$ cat src/rtl/range_operand_loader.sv
// range_operand_loader: packs eight serial nibbles, kicks the range-sum stage, captures its sum.
// Define LOADER_RANGE_SORT_EN to present the smaller range bound on m_out and the larger on big_m_out.
module range_operand_loader #(
    parameter int NIB_W       = 4,
    parameter int NIB_N       = 8,
    parameter int WAIT_CYCLES = 10
) (
    input  logic                   clk,
    input  logic                   rst,
    input  logic                   in_valid,
    input  logic [NIB_W-1:0]       in_data,
    output logic                   in_ready,
    input  logic [2:0]             lo_idx,
    input  logic [2:0]             hi_idx,
    output logic [NIB_W*NIB_N-1:0] word_out,
    output logic [2:0]             m_out,
    output logic [2:0]             big_m_out,
    output logic                   kick,
    input  logic [7:0]             sum_in,
    output logic                   out_valid,
    output logic [7:0]             out_data,
    input  logic                   out_ready
);
    localparam int WC_W = $clog2(WAIT_CYCLES);
    typedef enum logic [1:0] {LOAD, KICK, WAIT, HOLD} state_t;
    state_t                   state_q, state_d;
    logic [2:0]               cnt_q, cnt_d;
    logic [NIB_W*NIB_N-1:0]   word_q, word_d;
    logic [2:0]               m_q, m_d, bm_q, bm_d;
    logic [WC_W-1:0]          wait_q, wait_d;
    logic [7:0]               data_q, data_d;
    logic [2:0]               lo_s, hi_s;
`ifdef LOADER_RANGE_SORT_EN
    assign lo_s = (hi_idx < lo_idx) ? hi_idx : lo_idx;
    assign hi_s = (hi_idx < lo_idx) ? lo_idx : hi_idx;
`else
    assign lo_s = lo_idx;
    assign hi_s = hi_idx;
`endif
    always_comb begin
        state_d = state_q;
        cnt_d   = cnt_q;
        word_d  = word_q;
        m_d     = m_q;
        bm_d    = bm_q;
        wait_d  = wait_q;
        data_d  = data_q;
        unique case (state_q)
            LOAD: if (in_valid) begin
                word_d[cnt_q*NIB_W +: NIB_W] = in_data;
                cnt_d = cnt_q + 3'd1;
                if (cnt_q == 3'(NIB_N-1)) begin
                    m_d     = lo_s;
                    bm_d    = hi_s;
                    cnt_d   = '0;
                    state_d = KICK;
                end
            end
            KICK: begin
                wait_d  = WC_W'(WAIT_CYCLES-1);
                state_d = WAIT;
            end
            WAIT: if (wait_q == '0) begin
                data_d  = sum_in;
                state_d = HOLD;
            end else begin
                wait_d = wait_q - WC_W'(1);
            end
            HOLD: state_d = out_ready ? LOAD : HOLD;
            default: state_d = LOAD;
        endcase
    end
    always_ff @(posedge clk or posedge rst) begin
        if (rst) begin
            state_q <= LOAD;
            cnt_q   <= '0;
            word_q  <= '0;
            m_q     <= '0;
            bm_q    <= '0;
            wait_q  <= '0;
            data_q  <= '0;
        end else begin
            state_q <= state_d;
            cnt_q   <= cnt_d;
            word_q  <= word_d;
            m_q     <= m_d;
            bm_q    <= bm_d;
            wait_q  <= wait_d;
            data_q  <= data_d;
        end
    end
    // Handshake and kick decode straight from state so reset clears them immediately.
    assign in_ready  = state_q == LOAD;
    assign kick      = state_q == KICK;
    assign out_valid = state_q == HOLD;
    assign word_out  = word_q;
    assign m_out     = m_q;
    assign big_m_out = bm_q;
    assign out_data  = data_q;
endmodule

$ cat config.mk
export PLATFORM = sky130hd
export DESIGN_NAME = range_operand_loader
export DESIGN_NICKNAME = d
export VERILOG_FILES = /design/src/rtl/range_operand_loader.sv
export SDC_FILE = /design/constraint.sdc
export NUM_CORES = 1
export LEC_CHECK = 0
export CAP_MARGIN = 25
export CORE_AREA = 3 3 82 84
export DETAILED_ROUTE_END_ITERATION = 10
export DIE_AREA = 0 0 85 87
export DONT_BUFFER_PORTS = 1
export HOLD_SLACK_MARGIN = 0.03
export PLACE_DENSITY = 0.52
export REMOVE_ABC_BUFFERS = 1
export SETUP_SLACK_MARGIN = 0.15
export SYNTH_ARGS = -nofsm -noshare
export SYNTH_HDL_FRONTEND = slang
export SYNTH_SLANG_ARGS = --single-unit
$ cat constraint.sdc
create_clock -name clk -period 2.5 [get_ports clk]
set_input_delay 0 -clock clk [delete_from_list [all_inputs] [get_ports clk]]
set_output_delay 0 -clock clk [all_outputs]
set_load 0.02 [all_outputs]
# Yosys cells after proc, flatten, opt, wreduce, memory -nomap -nowiden
# Cells that the tools add are included.
# Widths: inputs -> output; s select.
[totals]
word_cells = 37
input_bits = 22
reg_bits = 55
out_inout_bits = 49
[classes]
addsub = 3
shift = 2
reduce_logical = 8
n_eq_ne = 8
n_mux = 9
[op_table]
columns = ["operator", "count"]
rows = [
  ["$neg 5->34", 1],
  ["$shift 4x34->32 const A", 1],
  ["$shiftx 4x34->32", 1],
  ["$bwmux 32", 1],
  ["$mux 2", 4],
  ["$pmux 2 s4", 1],
  ["$pmux 4 s2", 1],
  ["$ne 2x2->1 const B", 3],
  ["$reduce_and 2->1", 3],
  ["$reduce_and 3->1", 2],
  ["$eq 2x2->1 const B", 2],
  ["$logic_not 4->1", 1],
  ["$mux 4", 1],
  ["$sub 4x1->4 const B", 1],
  ["$add 3x1->3 const B", 1],
  ["$eq 3x3->1 const B", 1],
  ["$mux 3", 1],
  ["$eq 2x1->1 const B", 1],
  ["$logic_not 2->1", 1],
  ["$ne 2x1->1 const B", 1],
  ["$reduce_bool 2->1", 1],
]

# Longest topological paths before layout
# Gate-level depths: netlist of run 1.
[depth]
word_depth = 4
ltp_mapped = 6
depth_no_buf = 6

# Worst setup path after synthesis of run 1
# No wires, ideal clock.
[synth_timing]
kind = "flip-flop to flip-flop"
start = "register cnt_q[0]"
end = "register word_q[12], in the netlist word_out[12]"
slack_ps = 558
t_required_ps = 2375
path_buffers = 0
stages_incl_launch_ff = 7
arrival_time_ps = 1817
period_less_slack_ps = 1942
setup_ps = 125
cell_sequence = "dfrtp_1 > inv_1 > ha_1 > ha_1 > nand3b_1 > or3_4 > mux2_4"
[synth_between]
elab_chain_cells = 3
elab_cells_between_ends = 4
cone_classes = "add/sub: 1; shift: 2; mux: 1"
[synth_rtl]
columns = ["element", "line_no", "rtl"]
rows = [
  ["start, declared", "27", "logic [2:0] cnt_q, cnt_d;"],
  ["start signal, assigned", "84", "cnt_q <= cnt_d;"],
  ["$neg 5->34 (*)", "50", "word_d[cnt_q*NIB_W +: NIB_W] = in_data;"],
  ["$shiftx 4x34->32 / $shift 4x34->32 (equally long branches)", "50", ""],
  ["$bwmux 32 (*)", "50", ""],
  ["end signal, assigned", "85", "word_q <= word_d;"],
  ["end, declared", "28", "logic [NIB_W*NIB_N-1:0] word_q, word_d;"],
]
# Mark *: on every way between the ends. The rest lies on a longest branch, timed or not.
# A chain may end at the register's enable or synchronous reset.

# Worst setup path in the final report of run 1
[layout_timing]
start = "register cnt_q[0]"
end = "register word_q[9], in the netlist word_out[9]"
# Same word-level chain as after synthesis.

==> results.md, run 1 <==
- PwrDens: 1160 nW/µm²
- Crit-path most repeated cell: ha_1
- N_diodes: 0
- CP Capture Type: register
- Clk sinks: 55
- Post-place setup slack: 283 ps
- Die W: roughly 85 µm
- Final worst path period share: 83.2%
- DR vias/cell: 5.33
- Worst hold path type: input pin to register
- Post-synthesis sequential area ratio: 57.4%
- Clk Latency, worst-skew pair: 300 ps
- Row count: 28
- I/O pin count: 71
- Clock Tree Buf Depth: 2
- Chip height: slightly below 90 µm
- Fill cell count: 528
- Antenna violations before repair: 0
- Die area: 7400 µm²
- Post-synth top area share: a little under three fifths
- # DRC: 0
- Core area: 5990 µm²
- Crit-path cells: inv_1 > ha_1 > ha_1 > nor3b_2 > nand4_1 > mux2_2
- Mean area per synthesized cell: 14.0 µm²
- HPWL Detailed: 3.56 mm
- Peak per-stage delay on the critical path: 450 ps
- Adder-cell share of the synthesized area: under 10%
- Critical-path maximum fanout: 9
- Vias post-DR: between 1000 and 1500
- Slowest cell on the critical path: dfrtp_2
- Yosys top cell by area: dfrtp_1
- Area Overhead vs Synth: 16.5%
- Main combinational cell family by area after synthesis: multiplexers
- Lkg Pwr: 1.31 nW
- Commonest register cell after synthesis: dfrtp_1
- Congestion Overflow GR: 0
- Setup slack after layout: 420 ps
- Routed length per instance: 18.0 µm
- DRT Wirelength: 4.94 mm
- Final hold vios: 0
- RSZ-0062 raised after global routing: false
- Mux contribution to synthesized area: 22.4%
- Final net count: 228
- Final min period: about 2100 ps
- CTS Root Cell: clkbuf_8
- Detailed Routing Iterations Pass 1: 4
- CTS Buf Count: 5
- Skew final: 4.11 ps
- Synth Area in Compound Gates: 3.23%
- Crit path launch type: register
- Setup-failing EPs final: 0
- Simple-Gate Fraction of Synth Area: 10.3%
- Least-Margin Pin Slew: 457 ps
- Pin count of the biggest net entering global routing: 38
- Fin. max-slew vios: 0
- Post-synth ARST share: 100%
- Port Buffer Count: 0
- Status: complete, no violations
- DR iter-0 viols: 37
- Area of the mapped netlist: 2400 µm²
- Setup TNS: 0 ps
- Required @ worst endpoint: 2690 ps
- GP Congestion: between 0.7 and 0.8
- Critical path arrival: 2270 ps
- Top Family by Delay on Critical Path: adder cells
- Crit path buffers/inverters: 1
- Post-synth EDFFs: 0
- GRT Util Overall: 14.1%
- Register bit total from synthesis: 55
- Post-Syn Instances: about 170
- Crit Path Category: register to register
- Initial Utilization: between 40 and 50%
- XOR/XNOR share of the synthesized area: 0%
- Clock transition at path regs: 90 ps
- H-tree levels: 2
- First-pass GRT wire length: 8.27 mm
- Achievable Freq: 0.481 GHz
- Max Cap Viol: 0
- Max IR drop VDD: 529 µV
- CTS tree: yes
- Synth area leaders: dfrtp_1 (57%), mux2_2 (19%), ha_1 (3.7%)
- Vias in the first global route: 1650
- Slew margin rel.: 69.4%
- Antenna viol nets, final: 0
- Setup bufs post-CTS: 0
- Share of post-route cells with drive strength above 1: 32.5%
- Synth unique cells: 33
- Yosys warns: 0
[final cells by class]
class                      instances  area (µm²)  area share, %
sequential                        55        1380           49.3
multi-input combinational        103         955           34.2
timing repair buffer              25         253           9.05
tap                               75        93.8           3.36
clock buffer                       7        76.3           2.73
inverter                           9        33.8           1.21
clock inverter                     1        5.00          0.179
[worst min-delay path: cells and delay by family]
family	cells	cell delay, ps
AND/OR/NAND/NOR	1	120
buffers and inverters	1	150
AO/OA/AOI/OAI	1	130
[power breakdown]
| part | switching (mW) | internal [mW] | leakage, nW | total [mW] |
|---|---|---|---|---|
| logic | 0.438 | 0.493 | 0.560 | 0.931 |
| registers | 0.613 | 1.22 | 0.707 | 1.83 |
| clock network | 0.270 | 0.197 | 0.0422 | 0.467 |
| total | 1.32 | 1.91 | 1.31 | 3.23 |
[flip-flops by register name, summed over array words and instances (netlist names)]
| name | count |
|---|---|
| big_m_out | 3 |
| cnt_q | 3 |
| m_out | 3 |
| out_data | 8 |
| state_q | 2 |
| wait_q | 4 |
| word_out | 32 |
[synth_stat cells, types with 3 or more instances]
master   instances
and2_1           7
ha_1             7
nand3_1          3
mux2_2          41
inv_1            9
nor3b_1          3
mux2_4           5
buf_6            3
nor2_1           4
dfrtp_1         55
nand2_1          4
[cells by family (layout without fill, tap and decap cells)]
| family | Yosys count | count (layout) |
|---|---|---|
| DFF | 55 | 55 |
| muxes | 46 | 46 |
| and+or+nand+nor | 39 | 39 |
| buffers and inverters | 13 | 42 |
| AOI/OAI and AO/OA | 11 | 11 |
| adders and majority gates | 7 | 7 |
[metal layers]
| layer | wire length (µm) | vias to the layer above | global-route usage [%] |
|---|---|---|---|
| met2 | 2530 | 61 | 25.9 |
| met4 | 85 | 0 | 4.75 |
| li1 | - | 661 | - |
| met5 | 0 | - | 0 |
| met3 | 425 | 8 | 5.30 |
| met1 | 1900 | 737 | 14.9 |
[final timing paths]
path	cells past startpoint	from	slack, ps	to
max	6	cnt_q[0]$_DFFE_PP0P_	420	word_out[9]$_DFFE_PP0P_
min	3	in_valid	130	cnt_q[0]$_DFFE_PP0P_
max reg2reg	6	cnt_q[0]$_DFFE_PP0P_	420	word_out[9]$_DFFE_PP0P_
min reg2reg	1	wait_q[3]$_DFFE_PP0P_	500	wait_q[3]$_DFFE_PP0P_
max in group asynchronous	3	rst	1820	cnt_q[0]$_DFFE_PP0P_
min in group asynchronous	2	rst	140	out_data[6]$_DFFE_PP0P_
[what timing repair did]
action / 4_1_cts / 5_1_grt
gates resized for setup: 0 / 2
endpoints found under the hold margin: 103 / 0
hold buffers: 21 / 0
endpoints found under the setup margin: 0 / 8
[cells in the final DEF (no fill, tap or decap), drive strengths merged, types with 2 or more instances in the layout]
cell type / Yosys / final
dfrtp: 55 / 55
o21ai: 2 / 2
nor3: 3 / 3
inv: 9 / 9
and2: 7 / 7
or3: 2 / 2
a211oi: 2 / 2
o31ai: 2 / 2
nor2b: 2 / 2
clkbuf: 0 / 7
nand3: 3 / 3
ha: 7 / 7
nand3b: 2 / 2
nor3b: 3 / 3
dlygate4sd3: 0 / 21
buf: 4 / 4
or3b: 3 / 3
mux2: 46 / 46
nand4: 2 / 2
nor2: 4 / 4
nand2: 4 / 4
[through the flow]
| step | power [mW] | area (µm²) | hold WS (ps) | instances | util (%) |
|---|---|---|---|---|---|
| floorplan | 2.49 | 2360 | 149 | 167 | - |
| global placement | 2.68 | 2480 | 151 | 245 | 41.3 |
| detailed placement | 2.75 | 2500 | -94.7 | 246 | 41.7 |
| CTS | 3.27 | 2790 | 122 | 275 | 46.5 |
| global route | 3.47 | 2790 | 136 | 275 | 46.6 |
| finish | 3.23 | 2790 | 134 | 275 | 46.6 |
Power figures use the tool's default switching activity.
==> run 2, diff against run 1 <==
ABC_AREA = 1   (was unset)
CORE_AREA = 3 3 86 88   (was 3 3 82 84)
DIE_AREA = 0 0 89 91   (was 0 0 85 87)
clock period = 2.1 ns   (was 2.5 ns; I/O delays follow)
==> run 2 against run 1 <==
Compared with the run above:
- non-clock buffer count grew 5
- clock power grew 39%
- cell area grew 11%
- sequential cell count is the same
- maximum frequency grew 13%
- cell count grew 53%
- die area grew 9.5%
==> results.md, run 2 <==
- Status: complete, no violations
- Port Buffer Count: 0
- First-pass GRT wire length: 9.59 mm
- Worst hold path type: input pin to async pin
- Die W: just under 90 µm
- Area of the mapped netlist: 2630 µm²
- Pin count of the biggest net entering global routing: 22
- Largest register FFs: 32
- Top cells by count, synth: nand2_1 (103), dfrtp_1 (55), nand3_1 (29)
- Peak per-stage delay on the critical path: 560 ps
- Final hold vios: 0
- Post-Syn Instances: 309
- Synth unique cells: 27
- H-tree levels: 2
- Fin. max-slew vios: 0
- DR vias/cell: 4.84
- Post-place setup slack: around 360 ps
- Reg-to-Reg End: m_out[2]$_DFFE_PP0P_
- Max IR drop VDD: 786 µV
- HPWL Detailed: 4.21 mm
- Commonest cells after routing, fill and taps aside: nand2_1 (103), dfrtp_1 (55), nand3_1 (29), dlygate4sd3_1 (27), inv_1 (26)
- Lkg Pwr: 1.57 nW
- Yosys top cell by area: dfrtp_1
- Slew margin rel.: 71.0%
- DR iter-0 viols: 74
- Crit path launch type: register
- Slowest cell on the critical path: dlygate4sd3_1
- Post-synth EDFFs: 0
- Detailed Routing Iterations Pass 1: 6
- Register bit total from synthesis: 55
- Worst r2r src: cnt_q[0]$_DFFE_PP0P_
- Vias post-DR: 2044
- Area Overhead vs Synth: 17.6%
- # DRC: 0
- Antenna violations before repair: 0
- Clock Tree Buf Depth: 2
- Critical-path maximum fanout: 11
- Post-synth top area share: 52.3%
- Setup slack after layout: between 200 and 300 ps
- Routed length per instance: 13.9 µm
- CTS Root Cell: clkbuf_8
- Clk Latency, worst-skew pair: 310 ps
- Area post-placement: 2720 µm²
- Post-synthesis sequential area ratio: 52.3%
- I/O pin count: 71
- RSZ-0062 raised after global routing: false
- GRT Util Overall: 14.9%
- Least-Margin Pin Slew: 435 ps
- Row count: 30
- Synth area leaders: dfrtp_1 (52%), nand2_1 (15%), nand3_1 (5.5%)
- Congestion Overflow GR: 0
- GP Congestion: 0.787
- Final net count: 370
- Clk sinks: 55
- Chip height: ~90 µm
- Setup-failing EPs final: 0
- N_diodes: 0
- Antenna viol nets, final: 0
- CTS tree: yes
- Clock transition at path regs: 110 ps
- Max Cap Viol: 0
- Mean area per synthesized cell: 8.52 µm²
- R2R Setup Slk: 260 ps
- Skew final: 10.6 ps
- Yosys warns: 0
- CTS Buf Count: 5
- CP Capture Type: register
- Final worst path period share: 87.5%
- DRT Wirelength: a little under 6 mm
- Post-route cell area: 3100 µm²
- Most common cell after layout, fill and taps aside: nand2_1
- Commonest register cell after synthesis: dfrtp_1
- Crit Path Category: register to register
- Post-synth ARST share: 100%
- Required @ worst endpoint: ~2300 ps
- Initial Utilization: around 39%
- Crit-path cells: buf_4 > ha_1 > ha_2 > nand3_1 > dlygate4sd3_1 > nand2_1
- Critical path arrival: roughly 2100 ps
- Setup TNS: 0 ps
- Most common cell in the netlist: nand2_1
- Achievable Freq: 0.544 GHz
- Die area: 8100 µm²
- Core area: 6720 µm²
- Vias in the first global route: about 2000
- Share of post-route cells with drive strength above 1: 11.7%
- Final min period: 1840 ps
- Worst reg-to-reg path cell count: 6
- PwrDens: 1500 nW/µm²
-- run 2: cell types whose count changed in the layout (fill, tap and decap cells not counted), sizes merged, moves of 3 or more --
cell / before / now
or3b: 3 / 0
o21bai: 0 / 4
dlygate4sd3: 21 / 27
o21ai: 2 / 30
and2: 7 / 0
nand2: 4 / 108
nand3: 3 / 33
nor2: 4 / 26
mux2: 46 / 0
inv: 9 / 36
nor3b: 3 / 0
-- run 2: per-layer routing --
layer  share of wire, %  wire length (µm)  global-route usage [%]  vias up
li1                   -                 -                       -     1041
met3                7.6               443                    4.08        5
met1                 46              2680                    19.4      935
met5                  0                 0                       0        -
met2                 46              2690                    24.8       63
met4               0.77                45                    2.98        0
-- run 2: logic make-up after synthesis --
group | share of synthesized area [%]
AO/OA/AOI/OAI | 7.08
XOR/XNOR | 0.333
adder cells (fa/ha/maj) | 3.33
buffers and inverters | 6.42
flip-flops | 52.3
AND/OR/NAND/NOR | 30.6
-- run 2: critical path, delay by kind of cell (launching register included) --
| family | cells | cell delay, ps |
|---|---|---|
| DFF | 1 | 400 |
| and+or+nand+nor | 2 | 160 |
| adders and majority gates | 2 | 430 |
| buffers and inverters | 2 | 750 |
-- run 2: how the worst max path moves through the flow --
stage	startpoint	slack [ps]	cells after the start	to
2_1_floorplan	cnt_q[0]$_DFFE_PP0P_	250	9	word_out[10]$_DFFE_PP0P_
3_3_place_gp	cnt_q[0]$_DFFE_PP0P_	360	8	word_out[7]$_DFFE_PP0P_
3_5_place_dp	cnt_q[0]$_DFFE_PP0P_	360	8	word_out[5]$_DFFE_PP0P_
4_1_cts	cnt_q[0]$_DFFE_PP0P_	210	6	m_out[2]$_DFFE_PP0P_
5_1_grt	cnt_q[0]$_DFFE_PP0P_	170	9	word_out[16]$_DFFE_PP0P_
6_report	cnt_q[0]$_DFFE_PP0P_	260	6	m_out[2]$_DFFE_PP0P_
-- run 2: final cells by class --
type / instances / area, µm²
fillers: 666 / 3620
flip-flops and latches: 55 / 1380
multi-input cells: 213 / 1090
repair buffers: 30 / 293
inverters: 36 / 135
well taps: 80 / 100
clock buffers: 6 / 82.6
clock inverters: 2 / 20.0
-- run 2: per-stage QoR --
step / hold WS [ps] / utilization [%] / instances / total power, mW
final: 103 / 46.1 / 422 / 4.63
after global routing: 117 / 46.1 / 422 / 5.04
after CTS: 110 / 46.1 / 422 / 4.67
after detailed placement: -109 / 40.5 / 387 / 3.97
after global placement: -115 / 40.5 / 387 / 3.95
after floorplan: 117 / - / 304 / 3.56
-- run 2: timing repair --
item / CTS / global route
setup endpoints to repair: 0 / 4
hold buffers: 27 / 0
endpoints found under the hold margin: 104 / 0
setup buffers: 0 / 0
gates resized for setup: 0 / 1
-- run 2: report_power, final --
group          switching [mW]  leakage, nW  total [mW]  internal, mW
registers               0.723        0.714        2.20          1.48
clock network           0.369       0.0533       0.647         0.279
logic                    1.22        0.801        1.79         0.561
==> run 3, diff against run 2 <==
CORE_AREA = 8 8 91 93   (was 3 3 86 88)
DIE_AREA = 0 0 99 101   (was 0 0 89 91)
==> run 3 against run 2 <==
Compared with the run above:
- critical endpoint is now m_out[1]$_DFFE_PP0P_
- total power about the same
- utilization decreased by 1.4 points
- setup slack worse by 1.7 ps
- largest power group unchanged
- cell area increased by 0.12%
- critical path depth is the same
- cell count grew 0.47%
- via count fell by 0.73%
- sequential power about the same
- clock-buffer cell count increased by 1
==> results.md, run 3 (same netlist as run 2, synthesis figures left out) <==
- Peak per-stage delay on the critical path: 560 ps
- # DRC: 0
- Clock share of power: 13.8%
- Worst hold path type: input pin to async pin
- Most common cell after layout, fill and taps aside: nand2_1
- Achievable Freq: 0.543 GHz
- Chip height: 101 µm
- Max IR drop VDD: 490 µV
- Vias post-DR: ~2000
- Top Family by Delay on Critical Path: buffers and inverters
- Row count: 31
- Commonest cells after routing, fill and taps aside: nand2_1 (103), dfrtp_1 (55), nand3_1 (29), dlygate4sd3_1 (27), inv_1 (26)
- Vias in the first global route: 2013
- Initial Utilization: 37.9%
- PwrDens: ~1500 nW/µm²
- RSZ-0062 raised after global routing: false
- Antenna viol nets, final: 0
- Clk sinks: 55
- Routed length per instance: 14.6 µm
- R2R Setup Slk: 260 ps
- Reg power frac: 47.7%
- I/O pin count: 71
- Least-Margin Pin Slew: between 400 and 500 ps
- Share of post-route cells with drive strength above 1: 11.7%
- Slowest cell on the critical path: dlygate4sd3_1
- Setup-failing EPs final: 0
- Crit path buffers/inverters: 2
- Comb power frac: 38.5%
- Core area: ~6900 µm²
- CP Capture Type: register
- Critical-path maximum fanout: 11
- Final worst path period share: 87.6%
- CTS Buf Count: 5
- Cell-internal power: 2.34 mW
- Crit Path Category: register to register
- Final hold vios: 0
- Detailed Routing Iterations Pass 1: 4
- Skew final: ~9.2 ps
- Final Power: approximately 4.6 mW
- Final min period: between 1500 and 2000 ps
- Fin. max-slew vios: 0
- Post-Place Cells: 389
- Clock Tree Buf Depth: 2
- Slew margin rel.: 71.6%
- Post-place setup slack: 297 ps
- Antenna violations before repair: 0
- Area Overhead vs Synth: 17.8%
- Final net count: 370
- First-pass GRT wire length: 10.3 mm
- Final hold slack: 99.6 ps
- GP Congestion: 0.848
- Crit path launch type: register
- DR vias/cell: 4.79
- Required @ worst endpoint: 2310 ps
- Clock transition at path regs: approximately 100 ps
- Status: complete, no violations
- Port Buffer Count: 0
- Die W: 99 µm
- Critical path arrival: 2050 ps
- CTS Root Cell: clkbuf_8
- Final Non-Filler Cells: around 420
- DR iter-0 viols: 58
- HPWL Detailed: approximately 4.6 mm
- Lkg Pwr: 1.57 nW
- N_diodes: 0
- CTS tree: yes
- GRT Util Overall: 13.0%
- DRT Wirelength: 6.17 mm
- H-tree levels: 2
- Pin count of the biggest net entering global routing: 22
- Setup slack after layout: 260 ps
- Psw: 2.29 mW
- Die area: 10000 µm²
- Congestion Overflow GR: 0
- Crit-path cells: buf_4 > ha_1 > ha_2 > nand3_1 > dlygate4sd3_1 > nand2_1
- Clk Latency, worst-skew pair: roughly 310 ps
- Largest register FFs: 32
- Switching share of total power: 49.5%
- Setup TNS: 0 ps
- Max Cap Viol: 0
run 3: cell count changes in the layout (fill, tap and decap cells not counted), sizes merged:
cell	before	now
clkinvlp	0	1
inv	36	35
clkinv	2	1
clkbuf	6	7
run 3: power by group through the flow:
| stage | clock network [mW] | logic (mW) | registers, mW |
|---|---|---|---|
| after global routing | 0.722 | 2.03 | 2.28 |
| after global placement | 0 | 1.72 | 2.24 |
| final | 0.641 | 1.78 | 2.21 |
| after detailed placement | 0 | 1.75 | 2.25 |
| after CTS | 0.678 | 1.80 | 2.23 |
| after floorplan | 0 | 1.41 | 2.15 |
run 3: worst paths after layout:
path	start	to	cells after the start
max	cnt_q[0]$_DFFE_PP0P_	m_out[1]$_DFFE_PP0P_	6
min	rst	out_data[1]$_DFFE_PP0P_	2
max reg2reg	cnt_q[0]$_DFFE_PP0P_	m_out[1]$_DFFE_PP0P_	6
min reg2reg	wait_q[0]$_DFFE_PP0P_	wait_q[0]$_DFFE_PP0P_	2
max in group asynchronous	rst	state_q[0]$_DFFE_PP0P_	3
min in group clk	sum_in[3]	out_data[3]$_DFFE_PP0P_	3
run 3: worst reg2reg max path: cells and delay by family (launching register included):
family                     cells  cell delay [ps]
buffers and inverters          2              750
adders and majority gates      2              430
DFF                            1              400
and+or+nand+nor                2              160
run 3: metal layers:
metal / track usage, % / vias up / wire, µm
li1: - / 1040 / -
met1: 15.3 / 918 / 2630
met2: 20.8 / 63 / 2870
met3: 5.32 / 8 / 574
met4: 4.49 / 0 / 95
met5: 0 / - / 0
run 3: stage by stage:
stage / instance area (µm²) / util, %
2_1_floorplan: 2600 / -
3_3_place_gp: 2720 / 39.2
3_5_place_dp: 2720 / 39.2
4_1_cts: 3100 / 44.6
5_1_grt: 3100 / 44.7
6_report: 3100 / 44.7
run 3: area by class of cell:
| class | count | area, µm² |
|---|---|---|
| clock inverters | 1 | 7.51 |
| repair buffers | 30 | 293 |
| well taps | 82 | 103 |
| clock buffers | 7 | 96.3 |
| inverters | 36 | 135 |
| multi-input cells | 213 | 1090 |
| fillers | 664 | 3840 |
| flip-flops and latches | 55 | 1380 |
run 3: repair_timing:
action | CTS | global route
hold buffers | 27 | 0
resized for setup | 0 | 1
buffers inserted | 0 | 0
hold endpoints to repair | 105 | 0
endpoints found under the setup margin | 0 | 6
